**src/rtl/alu_mul_sequencer_if.sv**
```systemverilog
// Bundle of the multiply request/response handshake, the main datapath's ALU request,
// and the shared ALU connection that alu_mul_sequencer arbitrates.
interface alu_mul_sequencer_if #(
    parameter int word_len = 32
);
    logic                start;
    logic [word_len-1:0] op_a;
    logic [word_len-1:0] op_b;
    logic                busy;
    logic                done;
    logic [word_len-1:0] product;

    logic [word_len-1:0] dp_in1;
    logic [word_len-1:0] dp_in2;
    logic [1:0]          dp_op;
    logic                dp_stall;

    logic [word_len-1:0] alu_in1;
    logic [word_len-1:0] alu_in2;
    logic [1:0]          alu_op;
    logic [word_len-1:0] alu_result;

    // The sequencer side.
    modport slave (
        input  start, op_a, op_b, dp_in1, dp_in2, dp_op, alu_result,
        output busy, done, product, dp_stall, alu_in1, alu_in2, alu_op
    );

    // The controller/datapath/ALU side.
    modport master (
        output start, op_a, op_b, dp_in1, dp_in2, dp_op, alu_result,
        input  busy, done, product, dp_stall, alu_in1, alu_in2, alu_op
    );
endinterface

```
**src/rtl/alu_mul_sequencer.sv**
```systemverilog
// Shift-and-add unsigned multiplier that borrows the shared ALU for every accumulate step
// and hands the ALU back to the main datapath whenever it is not iterating.
module alu_mul_sequencer #(
    parameter int word_len = 32
) (
    input  logic                 clk,
    input  logic                 rst_n,
    alu_mul_sequencer_if.slave   bus
);
    localparam int cnt_w = $clog2(word_len) + 1;

    typedef enum logic [1:0] {
        ALU_ADD = 2'd0,
        ALU_SUB = 2'd1,
        ALU_AND = 2'd2,
        ALU_OR  = 2'd3
    } alu_op_t;

    typedef enum logic [1:0] {
        IDLE = 2'd0,
        ITER = 2'd1,
        DONE = 2'd2
    } state_t;

    state_t              state;
    state_t              state_nxt;
    logic [word_len-1:0] mcand;
    logic [word_len-1:0] mplier;
    logic [word_len-1:0] acc;
    logic [word_len-1:0] acc_nxt;
    logic [word_len-1:0] product_q;
    logic [cnt_w-1:0]    count;
    logic                last_iter;

    assign last_iter = (state == ITER) && (count == cnt_w'(word_len - 1));
    assign acc_nxt   = mplier[0] ? bus.alu_result : acc;

    // NOTE: sequential state uses non-blocking assignments so every register samples
    // pre-edge values; blocking here would create order-dependent simulation results.
    always_ff @(posedge clk or negedge rst_n) begin
        if (!rst_n) state <= IDLE;
        else        state <= state_nxt;
    end

    // NOTE: every combinational output gets a default first, so no path leaves a
    // variable unassigned and no latch is inferred.
    always_comb begin
        state_nxt = state;
        case (state)
            IDLE:    if (bus.start) state_nxt = ITER;
            ITER:    if (last_iter) state_nxt = DONE;
            DONE:    state_nxt = IDLE;
            default: state_nxt = IDLE;
        endcase
    end

    always_comb begin
        bus.busy    = 1'b0;
        bus.done    = 1'b0;
        bus.alu_in1 = bus.dp_in1;
        bus.alu_in2 = bus.dp_in2;
        bus.alu_op  = bus.dp_op;
        case (state)
            ITER: begin
                bus.busy    = 1'b1;
                bus.alu_in1 = acc;
                bus.alu_in2 = mcand;
                bus.alu_op  = ALU_ADD;
            end
            DONE:    bus.done = 1'b1;
            default: ;
        endcase
    end

    assign bus.dp_stall = bus.busy;
    assign bus.product  = product_q;

    // NOTE: these are plain registers, not a memory array, so all of them are cleared
    // by the asynchronous reset; an abort mid-operation therefore also clears product.
    always_ff @(posedge clk or negedge rst_n) begin
        if (!rst_n) begin
            mcand     <= '0;
            mplier    <= '0;
            acc       <= '0;
            count     <= '0;
            product_q <= '0;
        end else begin
            case (state)
                IDLE: if (bus.start) begin
                    mcand  <= bus.op_a;
                    mplier <= bus.op_b;
                    acc    <= '0;
                    count  <= '0;
                end
                ITER: begin
                    acc    <= acc_nxt;
                    mcand  <= mcand << 1;
                    mplier <= mplier >> 1;
                    count  <= count + 1'b1;
                    // The final step's accumulate must reach product on the same edge.
                    if (last_iter) product_q <= acc_nxt;
                end
                default: ;
            endcase
        end
    end
endmodule

```
**src/flat_wrapper.sv**
```systemverilog
// flat-port wrapper written by rule: the top's interface ports become plain ports
module alu_mul_sequencer_flat 
#(
    parameter int word_len = 32
)
  (clk, rst_n, bus_start, bus_op_a, bus_op_b, bus_dp_in1, bus_dp_in2, bus_dp_op, bus_alu_result, bus_busy, bus_done, bus_product, bus_dp_stall, bus_alu_in1, bus_alu_in2, bus_alu_op);
  alu_mul_sequencer_if #(.word_len(word_len)) bus_i ();
  input  logic clk;
  input  logic rst_n;
  input wire logic [$bits(bus_i.start)-1:0] bus_start;
  input wire logic [$bits(bus_i.op_a)-1:0] bus_op_a;
  input wire logic [$bits(bus_i.op_b)-1:0] bus_op_b;
  input wire logic [$bits(bus_i.dp_in1)-1:0] bus_dp_in1;
  input wire logic [$bits(bus_i.dp_in2)-1:0] bus_dp_in2;
  input wire logic [$bits(bus_i.dp_op)-1:0] bus_dp_op;
  input wire logic [$bits(bus_i.alu_result)-1:0] bus_alu_result;
  output wire logic [$bits(bus_i.busy)-1:0] bus_busy;
  output wire logic [$bits(bus_i.done)-1:0] bus_done;
  output wire logic [$bits(bus_i.product)-1:0] bus_product;
  output wire logic [$bits(bus_i.dp_stall)-1:0] bus_dp_stall;
  output wire logic [$bits(bus_i.alu_in1)-1:0] bus_alu_in1;
  output wire logic [$bits(bus_i.alu_in2)-1:0] bus_alu_in2;
  output wire logic [$bits(bus_i.alu_op)-1:0] bus_alu_op;
  assign bus_i.start = bus_start;
  assign bus_i.op_a = bus_op_a;
  assign bus_i.op_b = bus_op_b;
  assign bus_i.dp_in1 = bus_dp_in1;
  assign bus_i.dp_in2 = bus_dp_in2;
  assign bus_i.dp_op = bus_dp_op;
  assign bus_i.alu_result = bus_alu_result;
  assign bus_busy = bus_i.busy;
  assign bus_done = bus_i.done;
  assign bus_product = bus_i.product;
  assign bus_dp_stall = bus_i.dp_stall;
  assign bus_alu_in1 = bus_i.alu_in1;
  assign bus_alu_in2 = bus_i.alu_in2;
  assign bus_alu_op = bus_i.alu_op;
  alu_mul_sequencer #(.word_len(word_len)) u_core (.clk(clk), .rst_n(rst_n), .bus(bus_i));
endmodule
```
**config.mk**
```make
export PLATFORM = sky130hd
export DESIGN_NAME = alu_mul_sequencer_flat
export DESIGN_NICKNAME = d
export VERILOG_FILES = /design/src/rtl/alu_mul_sequencer_if.sv /design/src/rtl/alu_mul_sequencer.sv /design/src/flat_wrapper.sv
export SDC_FILE = /design/constraint.sdc
export NUM_CORES = 1
export LEC_CHECK = 0
export BUFFER_PORTS_ARGS = -buffer_cell sky130_fd_sc_hd__buf_2
export CAP_MARGIN = 20
export CORE_MARGIN = 5
export CORE_UTILIZATION = 45
export CTS_CLUSTER_DIAMETER = 120
export DETAILED_ROUTE_END_ITERATION = 8
export PLACE_DENSITY = 0.86
export SETUP_SLACK_MARGIN = 0.05
export SYNTH_ARGS = -nofsm -noshare
export SYNTH_HDL_FRONTEND = slang
export SYNTH_SLANG_ARGS = --single-unit
```
**constraint.sdc**
```tcl
create_clock -name clk -period 1.6 [get_ports clk]
set_input_delay 0.16 -clock clk [delete_from_list [all_inputs] [get_ports clk]]
set_output_delay 0.16 -clock clk [all_outputs]
set_load 0.01 [all_outputs]
```
Yosys cells after proc, flatten, opt, wreduce, memory -nomap -nowiden
Index checks and enable logic that the tools add are counted.
- word-level logic and storage cells: 35
- register bits: 136
- reduce and logical (&&, ||, !) cells: 6
- muxes and demuxes: 17
- $add $sub $neg: 1
- eq/ne operators: 5
- operators by type and width (cell ; number):
    $mux W32 ; 6
    $pmux W32 S2 ; 3
    $pmux W6 S2 ; 1
    $add A6 B1 Y6 const B ; 1
    $eq A6 B5 Y1 const B ; 1
    $mux W2 ; 3
    $mux W6 ; 1
    $reduce_and A2 Y1 ; 3
    $pmux W2 S2 ; 1
    $eq A2 B1 Y1 const B ; 1
    $eq A2 B2 Y1 const B ; 1
    $logic_not A2 Y1 ; 1
    $mux W1 ; 2
    $ne A2 B1 Y1 const B ; 1
    $ne A2 B2 Y1 const B ; 1
    $reduce_bool A2 Y1 ; 1
    $logic_and A1 B1 Y1 ; 1

Depth between registers and ports, before layout
- depth after elaboration: 4
- depth in mapped cells: 7
- mapped depth without buffers: 4

Worst setup path before layout
No wires, ideal clock.
- path kind: register to register
- start: register u_core.count[0]
- end: register u_core.product_q[10], in the netlist u_core.bus.product[10]
- slack: -0.165 ns
- clock period less this slack: 1.765 ns
- cell stages (with the launch flop): 6
- required time: 1.475 ns
- library setup time: 0.125 ns
- path buffers: 1
- arrival time: 1.641 ns
- cell sequence: dfrtp_1 ha_1 nand3_1 nor4b_4 buf_6 mux2_2
- cells in the longest elaborated chain, start to end: 3
- RTL lines (element ; RTL line ; RTL):
    from (decl) ; alu_mul_sequencer.sv:32 ; logic [cnt_w-1:0] count;
    from (signal assigned) ; alu_mul_sequencer.sv:99 ; count <= count + 1'b1;
    $eq A6 B5 Y1 ; alu_mul_sequencer.sv:35 ; assign last_iter = (state == ITER) && (count == cnt_w'(word_len - 1));
    $logic_and A1 B1 Y1 ; alu_mul_sequencer.sv:35 ;
    $reduce_and A2 Y1 (no source line) ; - ;
    to (signal assigned) ; alu_mul_sequencer.sv:101 ; if (last_iter) product_q <= acc_nxt;
    to (decl) ; alu_mul_sequencer.sv:31 ; logic [word_len-1:0] product_q;
Every way passes these cells.
A chain may end at the register's enable or synchronous reset.

Final worst setup path
- start: register u_core.state[1]
- end: output bus_alu_in2[27]
- cells in the longest elaborated chain, start to end: 2
- RTL lines (element ; RTL line ; RTL):
    from (decl) ; alu_mul_sequencer.sv:25 ; state_t state;
    from (signal assigned) ; alu_mul_sequencer.sv:42 ; else state <= state_nxt;
    $eq A2 B1 Y1 ; alu_mul_sequencer.sv:63 ; case (state)
    $mux W32 ; alu_mul_sequencer.sv:63 ;
    to (decl) ; flat_wrapper.sv:22 ; output wire logic [$bits(bus_i.alu_in2)-1:0] bus_alu_in2;
Every way passes these cells.

==> impl_results.md <==
- Critical Path AT: between 1.5 and 2 ns
- Vias per cell: 5.57
- Input/output buffers: about 270
- Final design utilization: 72.5%
- GRT Util Overall: 26.0%
- Routed WL per cell: 20.0 um
- Synth warn: 0
- Worst Path Required: 1.44 ns
- Total Wirelength: around 26 mm
- CP Max Fanout: 5
- Fillers: 1,052
- CTS tree: yes
- Root Driver: clkbuf_16
- Synth Area per Inst: 9.24 um2
- Antenna violations before repair: 0
- CTS max path bufs: 2
- Area growth, synth to finish: 56.9%
- Die H: approximately 140 um
- Cell mode on critical path: buf_12
- Post-synthesis sequential area ratio: 48.1%
- Vias in the first global route: 7,354
- Clk pin slew, worst setup/hold paths: 0.06 ns
- Fmax: roughly 550 MHz
- Hold Violations, Final: 0
- Io pins: ~270
- Fin crit share: 114%
- Post-synthesis simple-gate area fraction: 17.3%
- Row count: 45
- DR DRC count: 0
- Slack of the critical path: -0.231 ns
- DP Area: between 8000 and 9000 um2
- Core footprint: 15,300 um2
- H-tree lvl count: 4
- Max cap viols: 0
- CP cell instances: nand2b_4, buf_8, inv_12, buf_12, buf_12, nand2_2, nand2_1, buf_2
- Most Crowded Layer GR: met2
- Starting density of the core: a little under half
- Synth Area in XOR/XNOR: less than 1%
- Multiplexer share of the synthesized area: 12.3%
- Setup-failing EPs final: 150
- Met2 Resource Use GR: around 44%
- Number of synthesized register bits: 136
- Chip width: about 140 um
- Final hold slack: 0.00932 ns
- Max-slew headroom: 65.5%
- First-pass GRT wire length: 37.7 mm
- Pwr Total: 21.1 mW
- Type of origin of the critical path: register
- Worst skew pair latency: approximately 0.42 ns
- Cell area after synthesis: 7080 um2
- RSZ-0062 raised after global routing: true
- Sink Count: ~140
- Worst stage delay on the critical path: 0.40 ns
- Synthesized netlist cell count: between 700 and 800
- Largest net degree at the start of global routing: 53
- Post-DRT Antenna Nets: 0
- M3 GR Usage: 6.32%
- Hold WC Path Type: in -> reg
- GPL Wtd Cong: roughly 0.80
- Worst-margin pin slew: 0.517 ns
- DR pass1 iterations: 5
- Min Tclk post-route: around 1.8 ns
- VDD IR max: 1.28 mV
- Status: complete, but fails checks
- Nets: 1,261
- Endpoint class of the critical path: primary output
- Slowest CP cell: dfrtp_2
- CP Class: reg -> out
- P_leak: 5.63 nW
- Ant. Diodes: 0
- Synth Area in Compound Gates: a little under a fifth
- DP Worst Slack: -0.131 ns
- Die footprint: 18,300 um2
- Design area: 11,100 um2
- Final slew viol count: 0
- Clk_skew: 0.0104 ns
- GRT met1 Usage: a little under a third
- Grt ovf: 0
- Layout cells sized above 1: 45.9%
- DR iter-0 viols: 469
- Syn nets: slightly above 900
- Pwr dens: 1900 nW/um2
- Vias: about 7,300
- Num CTS Buffers: 17
- Dpl hpwl: between 10 and 15 mm
- Largest family of logic cells by synthesized area: compound AO/OA/AOI/OAI gates
- Post-Synth Adder-Cell Area: 0.177%
- Violated checks: setup timing
- Count of cell types in the netlist: 31
==> path summary, 6_finish.rpt <==
kind	slack (ns)	to	depth (start not counted)	startpoint
max reg2reg	-0.18	u_core.bus.product[18]$_DFFE_PN0P_	6	u_core.state[1]$_DFFE_PN0P_
min in group asynchronous	0.26	u_core.bus.product[15]$_DFFE_PN0P_	2	rst_n
min reg2reg	0.51	u_core.bus.product[27]$_DFFE_PN0P_	1	u_core.bus.product[27]$_DFFE_PN0P_
max in group asynchronous	0.76	u_core.mplier[27]$_DFFE_PN0P_	3	rst_n
min	0.009	u_core.mplier[12]$_DFFE_PN0P_	3	bus_op_b[12]
max	-0.23	bus_alu_in2[27]	8	u_core.state[1]$_DFFE_PN0P_
==> per-stage QoR <==
stage               TNS, ns  instances
global placement      -2.85       1213
finish               -18.16       1319
global route         -27.95       1319
floorplan             -4.10        766
detailed placement    -3.71       1213
CTS                  -16.92       1305
==> Yosys cell counts, drive strengths merged <==
| cell type | n | area [um2] |
|---|---|---|
| mux2 | 64 | 721 |
| nor2b | 52 | 325 |
| o21ai | 69 | 345 |
| dfrtp | 136 | 3400 |
| ha | 1 | 12.5 |
| nor3b | 1 | 7.51 |
| a22o | 33 | 289 |
| nand2b | 2 | 12.5 |
| and2 | 3 | 18.8 |
| a21oi | 51 | 255 |
| nor4b | 1 | 23.8 |
| a31oi | 1 | 6.26 |
| nand2 | 212 | 796 |
| inv | 1 | 3.75 |
| nand3 | 2 | 10.0 |
| and3b | 1 | 8.76 |
| clkbuf | 48 | 180 |
| a22oi | 48 | 360 |
| o21bai | 1 | 7.51 |
| mux2i | 15 | 150 |
| or2 | 1 | 6.26 |
| nor3 | 2 | 10.0 |
| nor2 | 1 | 3.75 |
| buf | 17 | 100 |
| a21o | 2 | 15.0 |
| xor2 | 1 | 8.76 |
==> layout make-up <==
class | count | area, um2 | area share, %
Multi-Input combinational cell | 564 | 3840 | 34.6
Sequential cell | 136 | 3410 | 30.7
Timing Repair Buffer | 374 | 2910 | 26.2
Clock buffer | 20 | 467 | 4.20
Tap cell | 211 | 264 | 2.38
Clock inverter | 12 | 196 | 1.77
Inverter | 1 | 16.3 | 0.146
Timing Repair inverter | 1 | 8.76 | 0.0789
==> sequential cells by signal (all words and copies together) (netlist names) <==
signal	cells
u_core.acc	32
u_core.bus.product	32
u_core.count	6
u_core.mcand	32
u_core.mplier	32
u_core.state	2
==> power by group <==
| group | switching [mW] | leakage (nW) | internal (mW) |
|---|---|---|---|
| Combinational | 4.92 | 3.54 | 5.39 |
| Sequential | 1.43 | 1.78 | 4.91 |
| Clock | 1.52 | 0.318 | 2.88 |
==> logic make-up after synthesis <==
logic type      Yosys count
simple gates            278
compound gates          205
fa+ha+maj                 1
xor+xnor                  1
buf+inv                  66
flops                   136
mux                      79
==> placed cells by master, fill, tap and decap left out, types with 14 or more instances in the layout <==
cell type | Yosys | routed
clkbuf_16 | 0 | 23
a22oi_2 | 0 | 30
buf_2 | 8 | 248
nand2_1 | 212 | 187
mux2_4 | 0 | 31
nor2b_1 | 52 | 51
o21ai_0 | 69 | 19
dlygate4sd3_1 | 0 | 31
a22o_1 | 33 | 33
mux2_2 | 55 | 33
buf_6 | 3 | 27
o21ai_1 | 0 | 47
buf_4 | 1 | 28
mux2i_1 | 15 | 14
a21oi_1 | 51 | 51
dfrtp_1 | 136 | 134
nand2_2 | 0 | 17
buf_12 | 0 | 21
a22oi_1 | 48 | 18
==> what timing repair did <==
item / CTS / global route
hold buffers: 31 / 0
pin swaps: 13 / 18
setup buffers: 22 / 12
hold endpoints to repair: 76 / 0
endpoints found under the setup margin: 125 / 181
resized for setup: 84 / 129
cloned: 9 / 9
==> metal layers <==
metal  part of all wire [%]  wire, um  vias up
li1                       -         -     3311
met1                     38     10000     3539
met2                     49     13000      419
met3                    9.0      2380       73
met4                    3.5       935        0
met5                      0         0        -
==> worst max-delay path: cells and delay by family, from the launching register on <==
kind | cells | cell delay, ns
buffers and inverters | 5 | 0.59
AND/OR/NAND/NOR | 3 | 0.27
flip-flops | 1 | 0.40
(Power assumes the default switching activity.)
